[config.mk]
export PLATFORM = sky130hd
export DESIGN_NAME = fib_inv
export DESIGN_NICKNAME = d
export VERILOG_FILES = /design/src/rtl/fib_inv.sv
export SDC_FILE = /design/constraint.sdc
export NUM_CORES = 1
export LEC_CHECK = 0
export ABC_AREA = 1
export CORE_ASPECT_RATIO = 1.4
export CORE_MARGIN = 4
export CORE_UTILIZATION = 50
export CTS_CLUSTER_SIZE = 24
export DETAILED_ROUTE_END_ITERATION = 6
export GPL_ROUTABILITY_DRIVEN = 1
export PLACE_DENSITY = 0.7
export REMOVE_ABC_BUFFERS = 1
export SLEW_MARGIN = 20
export SYNTH_ARGS = -nofsm -noshare
export SYNTH_HDL_FRONTEND = slang
export SYNTH_SLANG_ARGS = --single-unit
export TNS_END_PERCENT = 50
[constraint.sdc]
create_clock -name i_clk -period 1.85 [get_ports i_clk]
set_input_delay 0.2775 -clock i_clk [delete_from_list [all_inputs] [get_ports i_clk]]
set_output_delay 0.2775 -clock i_clk [all_outputs]
set_load 0.01 [all_outputs]
[src/rtl/fib_inv.sv]
// Inverse Fibonacci index finder: for a latched value, returns the largest
// n with F(n) <= value and whether the value is exactly F(n).
module fib_inv #(
    parameter int WIDTH = 8
) (
    input  logic             i_clk,
    input  logic             i_reset,
    input  logic             i_stb,
    input  logic [WIDTH-1:0] i_value,
    output logic             o_busy,
    output logic             o_valid,
    output logic [WIDTH-1:0] o_n,
    output logic             o_exact
);

    localparam logic S_IDLE = 1'b0;
    localparam logic S_RUN  = 1'b1;

    logic             state;
    logic [WIDTH-1:0] val;
    logic [WIDTH-1:0] k;
    logic [WIDTH:0]   a;
    logic [WIDTH:0]   b;
    logic [WIDTH:0]   val_ext;

    assign val_ext = {1'b0, val};
    assign o_busy  = (state == S_RUN);

    always_ff @(posedge i_clk) begin
        if (i_reset) begin
            state   <= S_IDLE;
            val     <= '0;
            k       <= '0;
            a       <= '0;
            b       <= '0;
            o_valid <= 1'b0;
            o_n     <= '0;
            o_exact <= 1'b0;
        end else begin
            o_valid <= 1'b0;
            case (state)
                S_IDLE: begin
                    if (i_stb) begin
                        val   <= i_value;
                        a     <= '0;
                        b     <= {{WIDTH{1'b0}}, 1'b1};
                        k     <= '0;
                        state <= S_RUN;
                    end
                end
                S_RUN: begin
                    // b = F(k+1) passing val means k is the answer
                    if (b > val_ext) begin
                        o_n     <= k;
                        o_exact <= (a == val_ext);
                        o_valid <= 1'b1;
                        state   <= S_IDLE;
                    end else begin
                        a <= b;
                        b <= a + b;
                        k <= k + 1'b1;
                    end
                end
                default: state <= S_IDLE;
            endcase
        end
    end

endmodule

==> metrics.md <==
| Metric | Value |
|---|---|
| Root Buffer | clkbuf_8 |
| Fillers | 442 |
| Synthesized-area fraction occupied by adder cells | 8.599% |
| Placed cell count | 448 |
| Setup violators final | 0 |
| Avg WL per Cell | 14.78 µm |
| Clk buf depth | 2 |
| Top Ports | 22 |
| Post-CTS Setup Inserts | 0 |
| Row Count | 31 |
| Synth area leader | dfxtp_1 |
| Initial DRC count | 116 |
| Status | finished, final reports clean |
| Compound-Gate Fraction of Synth Area | 14.66% |
| Area fraction in and, or, nand and nor cells after synthesis | 27.83% |
| Residual DRC | 0 |
| Number of synthesized register bits | 45 |
| CP endpoint kind | register |
| Dpl hpwl | 4186 µm |
| Worst-Skew Late Latency | 0.31 ns |
| Post-synth top area share | 33.29% |
| Count leader, synth | inv_1 |
| Worst Tran Pin Value | 0.3953 ns |
| Peak supply drop | 0.4814 mV |
| Ys async rst share | 0% |
| Routed vias/inst | 5.401 |
| Starting Density | 52.07% |
| Post-route ant nets | 0 |
| Die W | 70.18 µm |
| Mapped cell area | 2706 µm² |
| Leak | 1.405 nW |
| WL final | 6813 µm |
| Final nets | 423 |
| Largest net degree at the start of global routing | 32 |
| Power density cells | 851.9 nW/µm² |
| CTS tree | yes |
| Total track usage | 19.09% |
| Fin cells | 461 |
| First-pass GRT wire length | 10280 µm |
| Vias in the first global route | 2356 |
| # port buffers | 21 |
| Grt ovf | 0 |
| PnR Total Power | 2.869 mW |
| Slew Viols, Final | 0 |
| Max-cap violations | 0 |
| Synth top area cells | dfxtp_1 33%, ha_1 7.9%, inv_1 7.5%, nand2_1 7.4%, nand3_1 6.8% |
| Total die area | 6671 µm² |
| Mux share of post-synthesis cell area | 0% |
| Clk sinks | 45 |
| Syn Area/Cell | 7.539 µm² |
| Crit path launch type | register |
| Synth warn | 0 |
| WS Path Type | reg -> reg |
| Crit path DAT | 2.04 ns |
| EDFF count, synth | 0 |
| H-tree depth | 2 |
| Minimum clock period | 1.807 ns |
| DRT Pass-1 Iters | 4 |
| Core area | 5197 µm² |
| Ys flop type | dfxtp_1 |
| Largest family of logic cells by synthesized area | simple AND/OR/NAND/NOR gates |
| Layout cells sized above 1 | 20.76% |
| Fmax | 553.4 MHz |
| Post-synth top cells | 54 x inv_1, 53 x nand2_1, 45 x dfxtp_1, 37 x nand3_1, 36 x a21oi_1 |
| Synthesized instance count | 359 |
| Synth cell types | 29 |
| # diodes | 0 |
| Headroom to the max-slew limit | 73.65% |
| Hold_buf cts | 0 |
| Die height | 95.05 µm |
| XOR/XNOR Fraction of Synth Area | 2.913% |
| Setup Skew | 0.007406 ns |
| Vias | 2490 |
| Critical-path maximum fanout | 8 |
| Final Hold Fails | 0 |
| Sequential share of the synthesized area | 33.29% |
| Worst min-delay path category | reg -> reg |
| Cts bufs inserted | 5 |
| Clock-pin slew on the worst setup and hold paths | 0.09 ns |
| Initial antenna violation count | 0 |
| Final Cycle Share | 97.68% |
| Area delta synth->final | 24.46% |
| Routability congestion estimate | 0.8735 |
| Req. time, crit path | 2.08 ns |
==> layout by cell type, fill, tap and decap left out, types with 9 or more instances in the layout <==
cell type	instances
buf_4	17
clkdlybuf4s50_1	21
nor2_1	22
a21oi_2	12
nand3_2	12
nand4_1	9
dfxtp_1	41
o21ai_0	20
a21oi_1	34
ha_1	13
nand2_1	50
inv_1	51
nand3_1	36
==> critical path, cell delays in order, from the launching register on <==
cell and delay (ns):
dfxtp_2 0.34, inv_1 0.06, ha_1 0.28, nand2_2 0.12, inv_2 0.06, a21oi_4 0.16
nand3_4 0.14, nand2_8 0.19, nand2_8 0.09, nand2_1 0.09, nand2_1 0.06, a21oi_1 0.16
==> state kept, by name (all words and copies together), names as in the netlist <==
| register | count |
|---|---|
| a | 9 |
| k | 8 |
| o_exact | 1 |
| o_n | 8 |
| o_valid | 1 |
| b | 9 |
| o_busy | 1 |
| val | 8 |
==> layer usage <==
metal  part of all wire [%]  track usage (%)
met5                      0                0
met3                    4.7            3.059
met4                    3.4            9.425
met2                     54            36.12
met1                     38            20.43
==> path summary, 6_finish.rpt <==
| path | endpoint | slack, ns | cells after the start | from |
|---|---|---|---|---|
| worst max-delay path | k[0]$_SDFFE_PP0P_ | 0.04 | 11 | val[6]$_SDFFE_PP0P_ |
| worst min register to register | o_n[2]$_SDFFE_PP0P_ | 0.45 | 2 | o_n[2]$_SDFFE_PP0P_ |
| worst max register to register | k[0]$_SDFFE_PP0P_ | 0.04 | 11 | val[6]$_SDFFE_PP0P_ |
| worst min-delay path | o_n[2]$_SDFFE_PP0P_ | 0.45 | 2 | o_n[2]$_SDFFE_PP0P_ |
==> cell families after synthesis <==
family          Yosys count
flops                    45
compound gates           70
simple gates            146
fa+ha+maj                18
buf+inv                  71
xor+xnor                  9
==> repair_timing <==
action                     4_1_cts  5_1_grt
cloned                           0        5
gates resized for setup          3       26
pin swaps                        0       11
setup endpoints to repair       14       33
==> metrics by stage <==
| stage | setup TNS [ns] | cell area [µm²] | utilization [%] | worst slack (ns) | hold WS (ns) |
|---|---|---|---|---|---|
| floorplan | -8.378 | 2569 | - | -0.3324 | 0.3399 |
| global placement | 0 | 3009 | 57.90 | 0.004106 | 0.4298 |
| detailed placement | -0.05132 | 3009 | 57.90 | -0.02778 | 0.4369 |
| CTS | 0 | 3161 | 60.81 | 0.02276 | 0.4503 |
| global route | -0.3138 | 3368 | 64.81 | -0.02879 | 0.4723 |
| finish | 0 | 3368 | 64.81 | 0.04295 | 0.4459 |
==> power by group <==
group,switching [mW],internal [mW]
Combinational,0.523,0.371
Clock,0.351,0.537
Sequential,0.0497,1.04
==> area by class of cell <==
type / count / area, µm² / share of cell area [%]
Clock buffer: 5 / 68.82 / 2.043
Clock inverter: 3 / 65.06 / 1.932
Inverter: 55 / 206.4 / 6.129
Multi-Input combinational cell: 245 / 1618 / 48.03
Sequential cell: 45 / 908.4 / 26.97
Tap cell: 66 / 82.58 / 2.452
Timing Repair Buffer: 42 / 419.2 / 12.44
Note: power is estimated with default switching activity, not from simulation.
